`config.mk`:
```
export PLATFORM = sky130hd
export DESIGN_NAME = clkgen_prog_flat
export DESIGN_NICKNAME = d
export VERILOG_FILES = /design/src/rtl/clkgen_pkg.sv /design/src/rtl/clkgen_prog_if.sv /design/src/rtl/clkgen_shifter.sv /design/src/rtl/clkgen_prog.sv /design/src/flat_wrapper.sv
export SDC_FILE = /design/constraint.sdc
export NUM_CORES = 1
export LEC_CHECK = 0
export ABC_AREA = 1
export CAP_MARGIN = 20
export CELL_PAD_IN_SITES_DETAIL_PLACEMENT = 1
export CELL_PAD_IN_SITES_GLOBAL_PLACEMENT = 2
export CORE_MARGIN = 1
export CORE_UTILIZATION = 36
export DETAILED_ROUTE_END_ITERATION = 8
export PLACE_DENSITY_LB_ADDON = 0.15
export SLEW_MARGIN = 20
export SYNTH_ARGS = -nofsm -noshare
export SYNTH_HDL_FRONTEND = slang
export SYNTH_SLANG_ARGS = --single-unit
```
`constraint.sdc`:
```
create_clock -name CLK -period 3.25 [get_ports CLK]
set_input_delay 0.65 -clock CLK [delete_from_list [all_inputs] [get_ports CLK]]
set_output_delay 0.65 -clock CLK [all_outputs]
set_load 0.005 [all_outputs]
```
`src/rtl/clkgen_pkg.sv`:
```
// Shared types and constants for the DCM_CLKGEN reprogramming sequencer.
package clkgen_pkg;

  typedef enum logic [3:0] {
    IDLE,
    CHECK,
    LOAD_D,
    GAP1,
    LOAD_M,
    GAP2,
    GO,
    WAIT_DONE,
    WAIT_LOCK
  } state_t;

  typedef struct packed {
    logic [8:0] m;
    logic [8:0] d;
  } req_t;

  // Command prefixes, shifted out bit0 first.
  localparam logic [1:0] CMD_LOAD_D = 2'b01;
  localparam logic [1:0] CMD_LOAD_M = 2'b11;

  localparam int LOAD_LEN = 10;

  localparam logic [1:0] ERR_NONE    = 2'b00;
  localparam logic [1:0] ERR_RANGE   = 2'b01;
  localparam logic [1:0] ERR_DONE_TO = 2'b10;
  localparam logic [1:0] ERR_LOCK_TO = 2'b11;

  function automatic logic md_legal(
    input logic [8:0] m,
    input logic [8:0] d
  );
    return (m >= 9'd2) && (m <= 9'd256) &&
           (d != 9'd0) && (d <= 9'd256);
  endfunction

endpackage

```
`src/rtl/clkgen_prog_if.sv`:
```
// Request handshake between host logic and the clkgen sequencer.
interface clkgen_prog_if;

  logic       req_valid;
  logic [8:0] req_m;
  logic [8:0] req_d;
  logic       req_ready;

  modport master (
    output req_valid,
    output req_m,
    output req_d,
    input  req_ready
  );

  modport slave (
    input  req_valid,
    input  req_m,
    input  req_d,
    output req_ready
  );

endinterface

```
`src/rtl/clkgen_shifter.sv`:
```
// 10-bit PISO for DCM_CLKGEN load words: 2-bit command then 8-bit value.
module clkgen_shifter
  import clkgen_pkg::*;
(
  input  logic       clk,
  input  logic       rst,
  input  logic       load,
  input  logic       shift,
  input  logic       clear,
  input  logic [1:0] cmd,
  input  logic [7:0] val,
  output logic       data,
  output logic       last
);

  logic [LOAD_LEN-1:0] sh;
  logic [3:0]          bit_cnt;

  always_ff @(posedge clk or posedge rst) begin
    if (rst) begin
      sh      <= '0;
      bit_cnt <= '0;
    end else if (clear) begin
      sh      <= '0;
      bit_cnt <= '0;
    end else if (load) begin
      sh      <= {val, cmd};
      bit_cnt <= '0;
    end else if (shift) begin
      sh      <= {1'b0, sh[LOAD_LEN-1:1]};
      bit_cnt <= last ? 4'd0 : bit_cnt + 4'd1;
    end
  end

  // sh[0] is a flop, so PROGDATA stays registered.
  assign data = sh[0];
  assign last = (bit_cnt == 4'(LOAD_LEN - 1));

endmodule

```
`src/rtl/clkgen_prog.sv`:
```
// DCM_CLKGEN runtime M/D reprogramming sequencer with PROGDONE/LOCKED timeouts.
module clkgen_prog
  import clkgen_pkg::*;
#(
  parameter int DONE_TIMEOUT = 1024,
  parameter int LOCK_TIMEOUT = 65535,
  parameter int CNT_WIDTH    = 16
) (
  input  logic                CLK,
  input  logic                RESET,
  clkgen_prog_if.slave        bus,
  output logic                PROGEN,
  output logic                PROGDATA,
  input  logic                PROGDONE,
  input  logic                LOCKED,
  output logic                busy,
  output logic                done,
  output logic                error,
  output logic [1:0]          err_code
);

  localparam logic [CNT_WIDTH-1:0] DONE_LAST =
    CNT_WIDTH'(DONE_TIMEOUT - 1);
  localparam logic [CNT_WIDTH-1:0] LOCK_LAST =
    CNT_WIDTH'(LOCK_TIMEOUT - 1);

  state_t               state;
  req_t                 req_q;
  logic [CNT_WIDTH-1:0] cnt;

  logic       legal;
  logic       in_load;
  logic       sh_load;
  logic       sh_shift;
  logic       sh_clear;
  logic       sh_last;
  logic [1:0] sh_cmd;
  logic [7:0] sh_val;

  assign legal   = md_legal(req_q.m, req_q.d);
  assign in_load = (state == LOAD_D) || (state == LOAD_M);

  assign sh_load  = ((state == CHECK) && legal) ||
                    (state == GAP1);
  assign sh_shift = in_load && !sh_last;
  assign sh_clear = in_load && sh_last;
  assign sh_cmd   = (state == GAP1) ? CMD_LOAD_M : CMD_LOAD_D;
  // Only consumed on a load, i.e. after the range check passed.
  assign sh_val   = (state == GAP1) ? 8'(req_q.m - 9'd1)
                                    : 8'(req_q.d - 9'd1);

  clkgen_shifter u_shifter (
    .clk   (CLK),
    .rst   (RESET),
    .load  (sh_load),
    .shift (sh_shift),
    .clear (sh_clear),
    .cmd   (sh_cmd),
    .val   (sh_val),
    .data  (PROGDATA),
    .last  (sh_last)
  );

  always_ff @(posedge CLK or posedge RESET) begin
    if (RESET) begin
      state         <= IDLE;
      req_q         <= '0;
      cnt           <= '0;
      bus.req_ready <= 1'b0;
      busy          <= 1'b0;
      PROGEN        <= 1'b0;
      done          <= 1'b0;
      error         <= 1'b0;
      err_code      <= ERR_NONE;
    end else begin
      done  <= 1'b0;
      error <= 1'b0;
      unique case (state)
        IDLE: begin
          bus.req_ready <= 1'b1;
          if (bus.req_valid && bus.req_ready) begin
            req_q         <= '{m: bus.req_m, d: bus.req_d};
            err_code      <= ERR_NONE;
            bus.req_ready <= 1'b0;
            busy          <= 1'b1;
            state         <= CHECK;
          end
        end
        CHECK: begin
          if (!legal) begin
            error         <= 1'b1;
            err_code      <= ERR_RANGE;
            busy          <= 1'b0;
            bus.req_ready <= 1'b1;
            state         <= IDLE;
          end else begin
            PROGEN <= 1'b1;
            state  <= LOAD_D;
          end
        end
        LOAD_D: begin
          if (sh_last) begin
            PROGEN <= 1'b0;
            state  <= GAP1;
          end
        end
        GAP1: begin
          PROGEN <= 1'b1;
          state  <= LOAD_M;
        end
        LOAD_M: begin
          if (sh_last) begin
            PROGEN <= 1'b0;
            state  <= GAP2;
          end
        end
        GAP2: begin
          PROGEN <= 1'b1;
          state  <= GO;
        end
        GO: begin
          PROGEN <= 1'b0;
          cnt    <= '0;
          state  <= WAIT_DONE;
        end
        WAIT_DONE: begin
          if (PROGDONE) begin
            cnt   <= '0;
            state <= WAIT_LOCK;
          end else if (cnt == DONE_LAST) begin
            error         <= 1'b1;
            err_code      <= ERR_DONE_TO;
            busy          <= 1'b0;
            bus.req_ready <= 1'b1;
            state         <= IDLE;
          end else begin
            cnt <= cnt + 1'b1;
          end
        end
        WAIT_LOCK: begin
          if (LOCKED) begin
            done          <= 1'b1;
            busy          <= 1'b0;
            bus.req_ready <= 1'b1;
            state         <= IDLE;
          end else if (cnt == LOCK_LAST) begin
            error         <= 1'b1;
            err_code      <= ERR_LOCK_TO;
            busy          <= 1'b0;
            bus.req_ready <= 1'b1;
            state         <= IDLE;
          end else begin
            cnt <= cnt + 1'b1;
          end
        end
        default: begin
          busy          <= 1'b0;
          PROGEN        <= 1'b0;
          bus.req_ready <= 1'b0;
          state         <= IDLE;
        end
      endcase
    end
  end

endmodule

```
`src/flat_wrapper.sv`:
```
// flat-port wrapper written by rule: the top's interface ports become plain ports
module clkgen_prog_flat import clkgen_pkg::*;
#(
  parameter int DONE_TIMEOUT = 1024,
  parameter int LOCK_TIMEOUT = 65535,
  parameter int CNT_WIDTH    = 16
)
  (CLK, RESET, PROGEN, PROGDATA, PROGDONE, LOCKED, busy, done, error, err_code, bus_req_valid, bus_req_m, bus_req_d, bus_req_ready);
  clkgen_prog_if bus_i ();
  input  logic CLK;
  input  logic RESET;
  output logic PROGEN;
  output logic PROGDATA;
  input  logic PROGDONE;
  input  logic LOCKED;
  output logic busy;
  output logic done;
  output logic error;
  output logic [1:0] err_code;
  input wire logic [$bits(bus_i.req_valid)-1:0] bus_req_valid;
  input wire logic [$bits(bus_i.req_m)-1:0] bus_req_m;
  input wire logic [$bits(bus_i.req_d)-1:0] bus_req_d;
  output wire logic [$bits(bus_i.req_ready)-1:0] bus_req_ready;
  assign bus_i.req_valid = bus_req_valid;
  assign bus_i.req_m = bus_req_m;
  assign bus_i.req_d = bus_req_d;
  assign bus_req_ready = bus_i.req_ready;
  clkgen_prog #(.DONE_TIMEOUT(DONE_TIMEOUT), .LOCK_TIMEOUT(LOCK_TIMEOUT), .CNT_WIDTH(CNT_WIDTH)) u_core (.CLK(CLK), .RESET(RESET), .bus(bus_i), .PROGEN(PROGEN), .PROGDATA(PROGDATA), .PROGDONE(PROGDONE), .LOCKED(LOCKED), .busy(busy), .done(done), .error(error), .err_code(err_code));
endmodule
```
==> results_dict.tcl, run 1 <==
set metrics [dict create \
    critPathMaxStageDelay_ns 0.41 \
    n_antenna_cell 0 \
    crit_buf_inv 1 \
    cp.arrival_ns 2.40 \
    critical_path_class "flip-flop to flip-flop" \
    postRouteAntennaNets 0 \
    powerDensity_mw_per_mm2 819.8 \
    status "completed" \
    ir_drop_uv 229.1 \
    std_cell_rows 36 \
    initial_core_util 0.3747 \
    crit_required_ns 3.47 \
    rsz0062_at_grt "false" \
    mostFrequentLayoutCells "135 x nand2_1, 61 x nor2_1, 59 x dfrtp_1" \
    antenna_found_initial 0 \
    crit_family "simple AND/OR/NAND/NOR gates" \
    max_freq_ghz 0.4579 \
    wirelength_um 10210 \
    synthCells 506 \
    final_nets 570 \
    drt_iter0_drc 49 \
    maxSlewHeadroom 0.5190 \
    synth_edf_count 0 \
    grt.total_usage 0.2157 \
    syn_area_mm2 0.003696 \
    cts_tree "built" \
    syn_nets 534 \
    hpwlAfterDp_um 7845 \
    hold_viol_final 0 \
    die_area_mm2 0.01068 \
    insertion_delay_ns 0.34 \
    slowest_stage "dfrtp_1" \
    power.switching_mw 1.556 \
    ys_ff_latch 59 \
    vias_per_cell 4.997 \
    hold_buffers 0 \
    ys_seq_area_frac 0.3995 \
    core-area_mm2 0.009864 \
    finalMaxSlewViolations 0 \
    yosysWarnings 0 \
    power.leakage_nw 2.095 \
    worst_pin_slew_ns 0.7197 \
    drc 0 \
    hold_path_class "flip-flop to flip-flop" \
    fin_crit_sh 0.6719 \
    ys_types 35 \
    vias 3393 \
    clkSlewWorstSetupHoldPaths_ns 0.07 \
    setup_violations 0 \
    io_pins 31 \
    gp_congestion 0.7884 \
    crit_top_cell "o21ai_2" \
    power_frac_seq 0.373 \
    comb_power_share 0.451 \
    maxCapViolCount 0 \
    path_cells "ha_1, nand3_1, nor3_2, nand2_1, o21ai_2, nor2_4, buf_4, o21ai_1, o21ai_2" \
    fin_setup_tns_ns 0 \
    async_reset_ff_frac 1.000 \
    firstDrtPassIters 4 \
    fillers 1239 \
    grt_overflow_total 0 \
    multi_input_area_mm2 0.001911 \
    p_int_mw 1.979 \
    cts_sinks 59 \
    detail_route.wl_per_cell_um 15.03 \
    fp.dieW_um 103.3 \
    mostFrequentLayoutCell "nand2_1" \
    clkPwrFrac 0.177 \
    period_minus_slack_ns 2.184 \
    clockRootBuffer "clkbuf_8" \
    grt_max_degree 25 \
    drive_above_1_share 0.1227 \
    cp-end-kind "flip-flop" \
    post_cts_resized 0 \
    synth_ff_type "dfrtp_1" \
    h-tree-depth 3 \
    start_kind "flip-flop" \
    clock_path_buffers 2 \
    final-seq-area_mm2 0.001476 \
    synth_area_per_cell_um2 7.304 \
    cts_buffers 9 \
    grt_pass1_vias 3669 \
    area_growth_pct 16.69 \
    cts_setup_buffers 0 \
    cp_max_fo 18 \
    port_buffers 30 \
    fp.dieH_um 103.3 \
    fin_worst_skew_ns 0.01082 \
    p_sw_frac 0.4402 \
    finalPower_mw 3.536 \
    grt_pass1_wl_um 17510 \
]
[through the flow]
step | instance area, um2 | hold WS, ns | setup slack, ns | utilization | cells
2_1_floorplan | 3696 | 0.4401 | 1.144 | - | 506
3_3_place_gp | 4134 | 0.4555 | 0.9757 | 0.4191 | 664
3_5_place_dp | 4134 | 0.4663 | 0.9451 | 0.4191 | 664
4_1_cts | 4313 | 0.4805 | 1.062 | 0.4372 | 679
5_1_grt | 4313 | 0.4851 | 0.7977 | 0.4372 | 679
6_report | 4313 | 0.4758 | 1.066 | 0.4372 | 679
[path summary, 6_finish.rpt]
check | startpoint | to | slack (ns) | depth (start not counted)
hold reg to reg | u_core.u_shifter.sh[9] | u_core.u_shifter.sh[9] | 0.48 | 2
setup reg to reg | u_core.cnt[0] | u_core.cnt[12] | 1.07 | 9
max in group asynchronous | RESET | u_core.u_shifter.bit_cnt[1] | 1.87 | 3
setup / recovery | u_core.cnt[0] | u_core.cnt[12] | 1.07 | 9
hold / removal | u_core.u_shifter.sh[9] | u_core.u_shifter.sh[9] | 0.48 | 2
min in group asynchronous | RESET | u_core.cnt[1] | 0.69 | 2
[area by class of cell]
class	instances	area share
Clock inverter	2	0.002321
Inverter	60	0.05280
Clock buffer	13	0.03916
Multi-Input combinational cell	375	0.4430
Sequential cell	59	0.3423
Timing Repair Buffer	37	0.08181
Tap cell	133	0.03858
[power groups by stage]
stage	sequential, mW	combinational (mW)	clock, mW
6_report	1.32	1.59	0.625
5_1_grt	1.37	1.83	0.679
3_3_place_gp	1.32	1.57	0
3_5_place_dp	1.33	1.62	0
4_1_cts	1.32	1.63	0.644
2_1_floorplan	1.25	1.21	0
[flip-flops by register name, indices dropped and copies added, names as in the netlist]
signal and cells:
u_core.req_q 18, u_core.PROGEN 1, u_core.done 1, u_core.bus.req_ready 1, u_core.err_code 2, u_core.cnt 16
u_core.u_shifter.bit_cnt 4, u_core.error 1, u_core.busy 1, u_core.state 4, u_core.u_shifter.sh 10
[Yosys cell counts, types with 3 or more instances]
cell type | n | area, um2
nand3_2 | 3 | 30.03
a21oi_1 | 18 | 90.09
nor2_2 | 3 | 18.77
o21ai_2 | 11 | 96.34
o21ai_1 | 21 | 105.1
nor2_1 | 61 | 229.0
nand3_1 | 44 | 220.2
nand2_2 | 6 | 37.54
dfrtp_1 | 59 | 1476
nor2_4 | 3 | 33.78
ha_1 | 5 | 62.56
inv_1 | 48 | 180.2
nand3b_1 | 10 | 75.07
o21ai_0 | 7 | 35.03
mux2_2 | 4 | 45.04
xor2_1 | 12 | 105.1
nor3_1 | 13 | 65.06
nand4_1 | 5 | 31.28
inv_2 | 10 | 37.54
nand2_1 | 135 | 506.7
buf_6 | 4 | 45.04
o21bai_1 | 3 | 22.52
clkbuf_1 | 3 | 11.26
buf_2 | 5 | 25.02
[cell families (layout without fill, tap and decap cells)]
kind of cell / after synthesis / in the layout / share of synthesized area
AO/OA/AOI/OAI: 64 / 64 / 0.1022
XOR/XNOR: 14 / 14 / 0.03318
adder cells (fa/ha/maj): 5 / 5 / 0.01693
buffers and inverters: 72 / 112 / 0.08361
flip-flops: 59 / 59 / 0.3995
multiplexers: 4 / 4 / 0.01219
AND/OR/NAND/NOR: 288 / 288 / 0.3524
[metal layers]
| layer | vias to the layer above | share of wire | global-route usage |
|---|---|---|---|
| met2 | 24 | 0.53 | 0.4113 |
| met1 | 1668 | 0.43 | 0.2437 |
| li1 | 1686 | - | - |
| met3 | 15 | 0.015 | 0.03898 |
| met5 | - | 0 | 0 |
| met4 | 0 | 0.020 | 0.06392 |
[worst min-delay path: stages, from the launching register on]
cell and delay (ns):
dfrtp_1 0.33, nand2_1 0.05, nand2_1 0.06
Power figures use the tool's default switching activity.
==> run 2, diff against run 1 <==
--- a/config.mk
+++ b/config.mk
@@ -10,7 +10,7 @@
 export CELL_PAD_IN_SITES_DETAIL_PLACEMENT = 1
 export CELL_PAD_IN_SITES_GLOBAL_PLACEMENT = 2
 export CORE_MARGIN = 1
-export CORE_UTILIZATION = 36
+export CORE_UTILIZATION = 34
 export DETAILED_ROUTE_END_ITERATION = 8
 export PLACE_DENSITY_LB_ADDON = 0.15
 export SLEW_MARGIN = 20
==> constraint.sdc (replaced) <==
create_clock -name CLK -period 2.25 [get_ports CLK]
set_input_delay 0.45 -clock CLK [delete_from_list [all_inputs] [get_ports CLK]]
set_output_delay 0.45 -clock CLK [all_outputs]
set_load 0.005 [all_outputs]
==> results_dict.tcl, run 2 (synthesis gave the netlist of run 1 again) <==
set metrics [dict create \
    r2r_start "u_core.state[1]" \
    cp-end-kind "flip-flop" \
    final_util 0.4276 \
    reg2regPathDepth 14 \
    mostFrequentLayoutCell "nand2_1" \
    cts_sinks 59 \
    p_int_mw 3.020 \
    cp_max_fo 11 \
    ir_drop_uv 392.8 \
    drt_iter0_drc 155 \
    finalPower_mw 5.371 \
    dpl_cell_area_mm2 0.004223 \
    cts_tree "built" \
    worst_pin_slew_ns 0.5128 \
    grt_max_degree 60 \
    crit_required_ns 2.49 \
    area_growth_pct 20.51 \
    cts_setup_buffers 0 \
    largest_reg_flops 18 \
    design_area_mm2 0.004454 \
    fin_setup_tns_ns 0 \
    p_sw_frac 0.4377 \
    antenna_found_initial 0 \
    grt_pass1_vias 3713 \
    drive_above_1_share 0.1403 \
    hold_path_class "primary input to async pin" \
    status "completed" \
    powerDensity_mw_per_mm2 1206 \
    start_kind "flip-flop" \
    max_freq_ghz 0.4978 \
    firstDrtPassIters 4 \
    regMostFlops "u_core.req_q" \
    power_frac_seq 0.351 \
    maxSlewHeadroom 0.6573 \
    fillers 1315 \
    vias_per_cell 4.939 \
    fp.dieW_um 106.3 \
    r2r_slack_ns 0.24 \
    maxCapViolCount 0 \
    fin_crit_sh 0.8928 \
    postRouteAntennaNets 0 \
    final_nets 579 \
    clockRootBuffer "clkbuf_8" \
    hold_viol_final 0 \
    r2r-end "u_core.u_shifter.sh[8]" \
    h-tree-depth 3 \
    vias 3418 \
    insertion_delay_ns 0.36 \
    io_pins 31 \
    port_buffers 30 \
    grt_overflow_total 0 \
    gp_congestion 0.8576 \
    power.leakage_nw 2.161 \
    wirelength_um 10890 \
    initial_core_util 0.3548 \
    n_antenna_cell 0 \
    grt_pass1_wl_um 18340 \
    cts_buffers 9 \
    period_minus_slack_ns 2.009 \
    cp.arrival_ns 2.25 \
    fp.dieH_um 106.3 \
    reg_top3 "u_core.req_q (18), u_core.cnt (16), u_core.u_shifter.sh (10)" \
    mostFrequentLayoutCells "135 x nand2_1, 61 x nor2_1, 59 x dfrtp_1" \
    comb_power_share 0.447 \
    detail_route.wl_per_cell_um 15.74 \
    std_cell_rows 37 \
    power.switching_mw 2.351 \
    die_area_mm2 0.01129 \
    clock_path_buffers 2 \
    clkSlewWorstSetupHoldPaths_ns 0.08 \
    rsz0062_at_grt "false" \
    clkPwrFrac 0.202 \
    grt.total_usage 0.2094 \
    setup_violations 0 \
    core-area_mm2 0.01042 \
    critical_path_class "flip-flop to flip-flop" \
    fin_worst_skew_ns 0.01469 \
    finalMaxSlewViolations 0 \
    drc 0 \
    hpwlAfterDp_um 7752 \
]
-- run 2: through the flow --
step / setup WS (ns) / hold slack, ns / instances
CTS: 0.01459 / 0.4791 / 691
global placement: 0.08914 / 0.4545 / 675
floorplan: 0.3437 / 0.4401 / 506
global route: 0.03285 / 0.5060 / 692
detailed placement: 0.008708 / 0.4566 / 675
finish: 0.2411 / 0.4786 / 692
-- run 2: worst max-delay path: stages (launching register included) --
cell and delay (ns):
dfrtp_1 0.42, buf_4 0.17, nand2_4 0.10, inv_4 0.07, nand2_2 0.16, nand2_1 0.09, nand2_2 0.11, ha_1 0.18
nand2_1 0.08, nor2_1 0.16, nand3_1 0.09, nand2_1 0.08, nand2_1 0.05, nand3_1 0.08, nand2_1 0.05
-- run 2: cell type report --
| type | instances | area, um2 | area share |
|---|---|---|---|
| multi-input cells | 376 | 1929 | 0.4331 |
| clock buffers | 12 | 165.2 | 0.03708 |
| repair buffers | 45 | 437.9 | 0.09831 |
| flip-flops and latches | 59 | 1476 | 0.3315 |
| well taps | 136 | 170.2 | 0.03820 |
| inverters | 60 | 227.7 | 0.05112 |
| clock inverters | 4 | 47.55 | 0.01067 |
-- run 2: layer usage --
| metal | global-route usage | share of wire | vias up |
|---|---|---|---|
| met4 | 0.07242 | 0.014 | 0 |
| met5 | 0 | 0 | - |
| li1 | - | - | 1715 |
| met3 | 0.02943 | 0.016 | 12 |
| met2 | 0.3878 | 0.52 | 26 |
| met1 | 0.2446 | 0.45 | 1665 |
-- run 2: worst max path at each step --
| stage | startpoint | to | slack, ns | depth (start not counted) |
|---|---|---|---|---|
| 3_3_place_gp | PROGDONE | u_core.cnt[14] | 0.09 | 8 |
| 6_report | u_core.state[1] | u_core.u_shifter.sh[8] | 0.24 | 14 |
| 3_5_place_dp | u_core.cnt[0] | u_core.cnt[6] | 0.009 | 12 |
| 2_1_floorplan | RESET | u_core.PROGEN | 0.34 | 1 |
| 4_1_cts | u_core.cnt[0] | u_core.cnt[6] | 0.01 | 12 |
| 5_1_grt | u_core.state[1] | u_core.u_shifter.sh[8] | 0.03 | 14 |
-- run 2: power by group through the flow --
stage | registers [mW] | clock network (mW) | logic, mW
3_5_place_dp | 1.90 | 0 | 2.41
3_3_place_gp | 1.89 | 0 | 2.34
4_1_cts | 1.88 | 1.12 | 2.43
6_report | 1.88 | 1.09 | 2.40
5_1_grt | 1.94 | 1.16 | 2.77
2_1_floorplan | 1.80 | 0 | 1.75
-- run 2: what timing repair did --
item,in CTS,in global routing
resized for setup,0,2
endpoints found under the setup margin,0,17
hold buffers,0,0
